===== config.mk =====
export PLATFORM = sky130hd
export DESIGN_NAME = dual_issue_ctrl
export DESIGN_NICKNAME = d
export VERILOG_FILES = /design/src/rtl/dual_issue_ctrl.sv
export SDC_FILE = /design/constraint.sdc
export NUM_CORES = 1
export LEC_CHECK = 0
export BUFFER_PORTS_ARGS = -buffer_cell sky130_fd_sc_hd__buf_4
export CAP_MARGIN = 20
export CORE_MARGIN = 1.5
export CORE_UTILIZATION = 58
export CTS_CLUSTER_DIAMETER = 60
export CTS_CLUSTER_SIZE = 14
export DETAILED_ROUTE_END_ITERATION = 10
export HOLD_SLACK_MARGIN = 0.03
export PLACE_DENSITY = 0.84
export SLEW_MARGIN = 20
export SYNTH_ARGS = -nofsm -noshare
export SYNTH_HDL_FRONTEND = slang
export SYNTH_SLANG_ARGS = --single-unit
export TNS_END_PERCENT = 50

===== constraint.sdc =====
create_clock -name clk -period 5.2 [get_ports clk]
set_clock_uncertainty 0.05 [all_clocks]
set_input_delay 0.26 -clock clk [delete_from_list [all_inputs] [get_ports clk]]
set_output_delay 0.26 -clock clk [all_outputs]
set_load 0.01 [all_outputs]

===== src/rtl/dual_issue_ctrl.sv =====
// Issue-stage scheduler for a 2-wide RV32I pipeline.
// Takes an aligned instruction pair from fetch and issues it either as a pair
// (independent, resource-compatible) or split over two cycles, holding the
// younger instruction in a one-entry buffer. Slot0 owns branch and LSU;
// slot1 is ALU/LUI/AUIPC only.
module dual_issue_ctrl #(
  parameter int XLEN  = 32,
  parameter int CNT_W = 32
) (
  input  logic            clk,
  input  logic            rst_n,
  input  logic            flush,
  input  logic            in_valid,
  input  logic            in_valid1,
  input  logic [XLEN-1:0] in_instr0,
  input  logic [XLEN-1:0] in_instr1,
  input  logic [XLEN-1:0] in_pc,
  output logic            in_ready,
  input  logic            iss_ready,
  output logic            iss0_valid,
  output logic [XLEN-1:0] iss0_instr,
  output logic [XLEN-1:0] iss0_pc,
  output logic            iss1_valid,
  output logic [XLEN-1:0] iss1_instr,
  output logic [XLEN-1:0] iss1_pc,
  output logic [CNT_W-1:0] cnt_dual,
  output logic [CNT_W-1:0] cnt_single
);

  localparam logic [6:0] OP_REG    = 7'b0110011;
  localparam logic [6:0] OP_IMM    = 7'b0010011;
  localparam logic [6:0] OP_LOAD   = 7'b0000011;
  localparam logic [6:0] OP_STORE  = 7'b0100011;
  localparam logic [6:0] OP_BRANCH = 7'b1100011;
  localparam logic [6:0] OP_JALR   = 7'b1100111;
  localparam logic [6:0] OP_JAL    = 7'b1101111;
  localparam logic [6:0] OP_LUI    = 7'b0110111;
  localparam logic [6:0] OP_AUIPC  = 7'b0010111;

  typedef enum logic {NORMAL, HOLD} state_t;

  // ---------------------------------------------------------------------------
  // Opcode classification; unknown opcodes fall out as plain ALU with no
  // register sources and no destination, so they never create hazards.
  // ---------------------------------------------------------------------------
  function automatic logic f_uses_rs1(input logic [6:0] op);
    return (op == OP_REG) || (op == OP_IMM) || (op == OP_LOAD) ||
           (op == OP_STORE) || (op == OP_BRANCH) || (op == OP_JALR);
  endfunction

  function automatic logic f_uses_rs2(input logic [6:0] op);
    return (op == OP_REG) || (op == OP_STORE) || (op == OP_BRANCH);
  endfunction

  function automatic logic f_writes_rd(input logic [6:0] op, input logic [4:0] rd);
    return (rd != 5'd0) &&
           ((op == OP_REG) || (op == OP_IMM) || (op == OP_LOAD) ||
            (op == OP_JALR) || (op == OP_JAL) || (op == OP_LUI) ||
            (op == OP_AUIPC));
  endfunction

  function automatic logic f_is_mem(input logic [6:0] op);
    return (op == OP_LOAD) || (op == OP_STORE);
  endfunction

  function automatic logic f_is_ctrl(input logic [6:0] op);
    return (op == OP_BRANCH) || (op == OP_JAL) || (op == OP_JALR);
  endfunction

  // ---------------------------------------------------------------------------
  // Registers
  // ---------------------------------------------------------------------------
  state_t            r_state;
  logic              r_v0, r_v1;
  logic [XLEN-1:0]   r_i0, r_p0, r_i1, r_p1;
  logic [XLEN-1:0]   r_hold_instr, r_hold_pc;
  logic [CNT_W-1:0]  r_cnt_dual, r_cnt_single;

  // ---------------------------------------------------------------------------
  // Pair decode
  // ---------------------------------------------------------------------------
  logic [6:0]      w_op0, w_op1;
  logic [4:0]      w_rd0, w_rd1, w_rs1_1, w_rs2_1;
  logic            w_wr0, w_wr1;
  logic            w_raw, w_waw, w_can_pair;
  logic            w_adv;
  logic [XLEN-1:0] w_pc1;

  assign w_op0   = in_instr0[6:0];
  assign w_op1   = in_instr1[6:0];
  assign w_rd0   = in_instr0[11:7];
  assign w_rd1   = in_instr1[11:7];
  assign w_rs1_1 = in_instr1[19:15];
  assign w_rs2_1 = in_instr1[24:20];
  assign w_wr0   = f_writes_rd(w_op0, w_rd0);
  assign w_wr1   = f_writes_rd(w_op1, w_rd1);
  assign w_raw   = w_wr0 && ((f_uses_rs1(w_op1) && (w_rs1_1 == w_rd0)) ||
                             (f_uses_rs2(w_op1) && (w_rs2_1 == w_rd0)));
  assign w_waw   = w_wr0 && w_wr1 && (w_rd0 == w_rd1);
  assign w_can_pair = in_valid1 && !w_raw && !w_waw && !f_is_ctrl(w_op0) &&
                      !f_is_mem(w_op1) && !f_is_ctrl(w_op1);

  // PC of the younger instruction wraps modulo 2^XLEN by construction.
  assign w_pc1 = in_pc + XLEN'(4);

  // Issue register may load when empty or when execute takes its contents.
  assign w_adv = !r_v0 || iss_ready;

  // ---------------------------------------------------------------------------
  // Next-state / next-issue logic
  // ---------------------------------------------------------------------------
  state_t          w_state_nxt;
  logic            w_v0_nxt, w_v1_nxt;
  logic [XLEN-1:0] w_i0_nxt, w_p0_nxt, w_i1_nxt, w_p1_nxt;
  logic            w_hold_ld;

  // Decide what the issue register and the hold buffer capture this cycle.
  always_comb begin
    w_state_nxt = r_state;
    in_ready    = 1'b0;
    w_v0_nxt    = r_v0;
    w_v1_nxt    = r_v1;
    w_i0_nxt    = r_i0;
    w_p0_nxt    = r_p0;
    w_i1_nxt    = r_i1;
    w_p1_nxt    = r_p1;
    w_hold_ld   = 1'b0;
    if (flush) begin
      // Flush wins over backpressure and kills everything in flight.
      w_state_nxt = NORMAL;
      w_v0_nxt    = 1'b0;
      w_v1_nxt    = 1'b0;
    end else if (w_adv) begin
      unique case (r_state)
        NORMAL: begin
          in_ready = 1'b1;
          if (in_valid) begin
            w_v0_nxt = 1'b1;
            w_i0_nxt = in_instr0;
            w_p0_nxt = in_pc;
            if (w_can_pair) begin
              w_v1_nxt = 1'b1;
              w_i1_nxt = in_instr1;
              w_p1_nxt = w_pc1;
            end else begin
              w_v1_nxt = 1'b0;
              if (in_valid1) begin
                w_hold_ld   = 1'b1;
                w_state_nxt = HOLD;
              end
            end
          end else begin
            w_v0_nxt = 1'b0;
            w_v1_nxt = 1'b0;
          end
        end
        HOLD: begin
          // Held instruction always issues alone; fetch stays stalled.
          w_v0_nxt    = 1'b1;
          w_i0_nxt    = r_hold_instr;
          w_p0_nxt    = r_hold_pc;
          w_v1_nxt    = 1'b0;
          w_state_nxt = NORMAL;
        end
        default: w_state_nxt = NORMAL;
      endcase
    end
  end

  // FSM state register.
  always_ff @(posedge clk or negedge rst_n) begin
    if (!rst_n) r_state <= NORMAL;
    else        r_state <= w_state_nxt;
  end

  // Issue register; holds stable while execute applies backpressure.
  always_ff @(posedge clk or negedge rst_n) begin
    if (!rst_n) begin
      r_v0 <= 1'b0;
      r_v1 <= 1'b0;
      r_i0 <= '0;
      r_p0 <= '0;
      r_i1 <= '0;
      r_p1 <= '0;
    end else begin
      r_v0 <= w_v0_nxt;
      r_v1 <= w_v1_nxt;
      r_i0 <= w_i0_nxt;
      r_p0 <= w_p0_nxt;
      r_i1 <= w_i1_nxt;
      r_p1 <= w_p1_nxt;
    end
  end

  // One-entry hold buffer for the younger instruction of a split pair.
  always_ff @(posedge clk or negedge rst_n) begin
    if (!rst_n) begin
      r_hold_instr <= '0;
      r_hold_pc    <= '0;
    end else if (flush) begin
      r_hold_instr <= '0;
      r_hold_pc    <= '0;
    end else if (w_hold_ld) begin
      r_hold_instr <= in_instr1;
      r_hold_pc    <= w_pc1;
    end
  end

  // Issue-width performance counters; free-running, survive flush.
  always_ff @(posedge clk or negedge rst_n) begin
    if (!rst_n) begin
      r_cnt_dual   <= '0;
      r_cnt_single <= '0;
    end else if (w_adv && !flush) begin
      if (w_v0_nxt && w_v1_nxt)
        r_cnt_dual <= r_cnt_dual + CNT_W'(1);
      else if (w_v0_nxt ^ w_v1_nxt)
        r_cnt_single <= r_cnt_single + CNT_W'(1);
    end
  end

  assign iss0_valid = r_v0;
  assign iss0_instr = r_i0;
  assign iss0_pc    = r_p0;
  assign iss1_valid = r_v1;
  assign iss1_instr = r_i1;
  assign iss1_pc    = r_p1;
  assign cnt_dual   = r_cnt_dual;
  assign cnt_single = r_cnt_single;

endmodule


==> impl_metrics.csv <==
group,metric,value,unit
run_status,outcome,"completed",
layout,multi_input_area,0.00534,mm^2
clock_tree,cts.clk_slew.worst_paths,0.07,ns
routing,drt_first_iter_violations,574,
global_route,grt.met1_usage,40.8,%
power,p_leak,0.00741,uW
global_route,grt_pass1_wl,53800,um
layout,synthToLayoutAreaGrowth,29.8,%
floorplan,initial_core_util,59.8,%
worst_setup_path,required,5.58,ns
synth,synthCells,1124,
timing,min_period,3.82,ns
layout,fin_nets,1561,
power,seqPwrFrac,46.8,%
synth,async_flop_share,100,%
clock_tree,cts_tree,"yes",
routing,wl,34000,um
layout,final_layout_size_suffix_gt1_share,27.2,%
global_route,use_met2,51.1,%
routing,antenna_left,0,
worst_setup_path,worstSetupPathType,"in -> reg",
layout,fillerInstances,1299,
power,p_switching,1500,uW
clock_tree,cts_max_level,1,
timing,finalHoldViolCount,0,
routing,wl_per_cell,19.6,um
worst_setup_path,max_stage_delay,0.58,ns
worst_setup_path,worstSetupEndpointType,"flip-flop",
timing,min_period_over_period,73.4,%
global_route,grtUsageMet3,6.56,%
synth,synth_nets,1230,
timing,setup-violations-final,0,
clock_tree,clkLatencyLatePin,0.51,ns
power,totalPowerFinal,5230,uW
synth,yosys_warnings,0,
power,pwr-share-comb,22.1,%
floorplan,core.rowCount,52,
global_route,grt_remaining_overflow,0,
floorplan,num_io_pins,297,
timing,fmax,262,MHz
worst_setup_path,start_kind,"input port",
power,p_clk_share,31.1,%
timing,relSlewSlack,25.9,%
routing,vias,9719,
global_route,grt_max_degree,143,
power,internal-power,3730,uW
synth,yosys.cell_types.count,50,
global_route,grt_pass1_vias,10133,
layout,seq_area,0.00648,mm^2
clock_tree,hold_buffers,54,
placed_design,numPortBuffers,296,
floorplan,die_h,148,um
worst_setup_path,crit_path_top_delay_cell,"nor3_2",
layout,layout_common_cells,"buf_4, dfrtp_1, mux2i_1",
power,powerDensity,330,mW/mm^2
global_route,grt_antenna_before_repair,2,
routing,vias_per_cell,5.61,
clock_tree,cts_root_buffer,"clkbuf_16",
synth,avgSynthCellArea,10.9,um^2
layout,final_common_cell,"buf_4",
power,ir_worst_vdd,248,uV
routing,route.detailed.drc,0,
run,max_cap_violations,0,
clock_tree,clockBufferDepth,3,
global_route,grt_usage,30.8,%
global_route,top_usage_layer,"met2",
timing,maxSlewViolCount,0,
timing,tns,0,ns
worst_hold_path,min_path_type,"in -> reg",
floorplan,die_w,148,um
clock_tree,numCtsBuffers,23,
synth,synth_seq_area_share,53.0,%
routing,drt_first_pass_iters,5,
placed_design,hpwl,21900,um
synth,syn_area,0.0122,mm^2
synth,synth-edff-count,0,
clock_tree,post_cts_resized,0,
placed_design,place_congestion,0.847,
worst_setup_path,path_cells,"dlygate4sd3_1 > buf_4 > xor2_1 > nor4_1 > nand4_1 > nand3_1 > a21oi_4 > a31o_2 > ha_1 > nor2b_1 > nand4_1 > nor3_2 > nand2_1 > nor4_1 > xor2_1",
floorplan,core,0.0204,mm^2
timing,whs,0.0357,ns
clock_tree,post-cts-setup-buffers,0,
timing,tightest_slew,1.11,ns
clock_tree,clock_sinks,259,
synth,synthFlopType,"dfrtp_1",
worst_setup_path,cp_max_fo,8,
timing,rsz0062_at_grt,"false",
worst_setup_path,worst_ep_arrival_time,4.20,ns
power,sw_frac_of_total,28.6,%
synth,ys_ff_latch,259,
floorplan,die_area,0.0220,mm^2
-- state kept, by name, indices dropped and copies added (netlist names) --
| name | count |
|---|---|
| cnt_dual | 32 |
| cnt_single | 32 |
| iss0_instr | 32 |
| iss0_pc | 32 |
| iss1_instr | 32 |
| iss1_pc | 32 |
| r_hold_instr | 32 |
| r_hold_pc | 32 |
| iss0_valid | 1 |
| iss1_valid | 1 |
| r_state | 1 |
-- metrics by stage --
step	util (%)	setup WS, ns	cell area [um^2]	std cells
finish	77.7	1.38	15900	1731
global route	77.7	1.13	15900	1731
CTS	77.3	1.48	15800	1726
detailed placement	71.5	1.52	14600	1643
global placement	71.5	1.67	14600	1643
floorplan	-	1.77	12200	1124
-- power by group through the flow --
stage | Combinational, uW | Clock [uW] | Sequential (uW)
after CTS | 1140 | 1640 | 2440
after global placement | 1080 | 0 | 2460
after detailed placement | 1100 | 0 | 2470
after floorplan | 375 | 0 | 2550
final | 1150 | 1630 | 2450
after global routing | 1240 | 1720 | 2480
-- worst paths after layout --
check,startpoint,end,slack (ns),cells after the start
setup / recovery,in_instr1[20],cnt_single[28]$_DFFE_PN0P_,1.38,15
hold / removal,in_pc[25],iss1_pc[25]$_DFFE_PN0P_,0.04,3
setup reg to reg,r_state$_DFFE_PN0P_,cnt_single[28]$_DFFE_PN0P_,1.57,11
hold reg to reg,cnt_dual[31]$_DFFE_PN0P_,cnt_dual[31]$_DFFE_PN0P_,0.43,1
max in group asynchronous,rst_n,r_state$_DFFE_PN0P_,3.49,4
min in group asynchronous,rst_n,r_hold_pc[23]$_DFFE_PN0P_,0.18,2
-- cells by family after synthesis --
family,Yosys count,synth area share [%]
AND/OR/NAND/NOR,393,15.7
flip-flops,259,53.0
multiplexers,194,16.4
XOR/XNOR,104,7.45
buffers and inverters,90,3.57
AO/OA/AOI/OAI,80,3.47
adder cells (fa/ha/maj),4,0.409
-- synth_stat cells (2+ instances only) --
cell type    n  area share (%)
a21oi_1     71             2.9
and2_1       6            0.31
and3_1      13            0.67
and3_2       3            0.18
and4_1       9            0.64
buf_1        8            0.25
buf_2        4            0.16
buf_4        6            0.37
buf_6        8            0.74
clkbuf_1    29            0.89
dfrtp_1    259              53
ha_1         4            0.41
inv_1       34             1.0
mux2_1      23             2.1
mux2_2      29             2.7
mux2i_1    142              12
nand2_1    136             4.2
nand2b_1     2            0.10
nand3_1     34             1.4
nand4_1     17            0.87
nor2_1     100             3.1
nor2b_1     19            0.97
nor3_1      16            0.66
nor4_1       5            0.26
nor4_2       2            0.20
o21a_1       2            0.12
or2_0        3            0.15
or2_2       13            0.67
or4_1        4            0.25
xnor2_1     45             3.2
xor2_1      59             4.2
-- per-layer routing --
metal  part of all wire (%)  up-vias
met2                     49      397
met1                     41     4807
li1                       -     4441
met4                    3.1        0
met5                      0        -
met3                    7.5       74
-- layout make-up --
class | instances | share of cell area [%]
clock buffers | 25 | 3.68
inverters | 34 | 0.804
multi-input cells | 775 | 33.6
flip-flops and latches | 259 | 40.9
clock inverters | 4 | 0.465
repair buffers | 362 | 18.4
diodes | 2 | 0.0315
well taps | 270 | 2.13
-- worst max-delay path, delay by kind of cell --
kind | cells | cell delay [ns]
buffers and inverters | 2 | 0.71
and+or+nand+nor | 8 | 2.28
AOI/OAI and AO/OA | 2 | 0.34
adders and majority gates | 1 | 0.26
xor gates and xnor gates | 2 | 0.33
(Power assumes the default switching activity.)
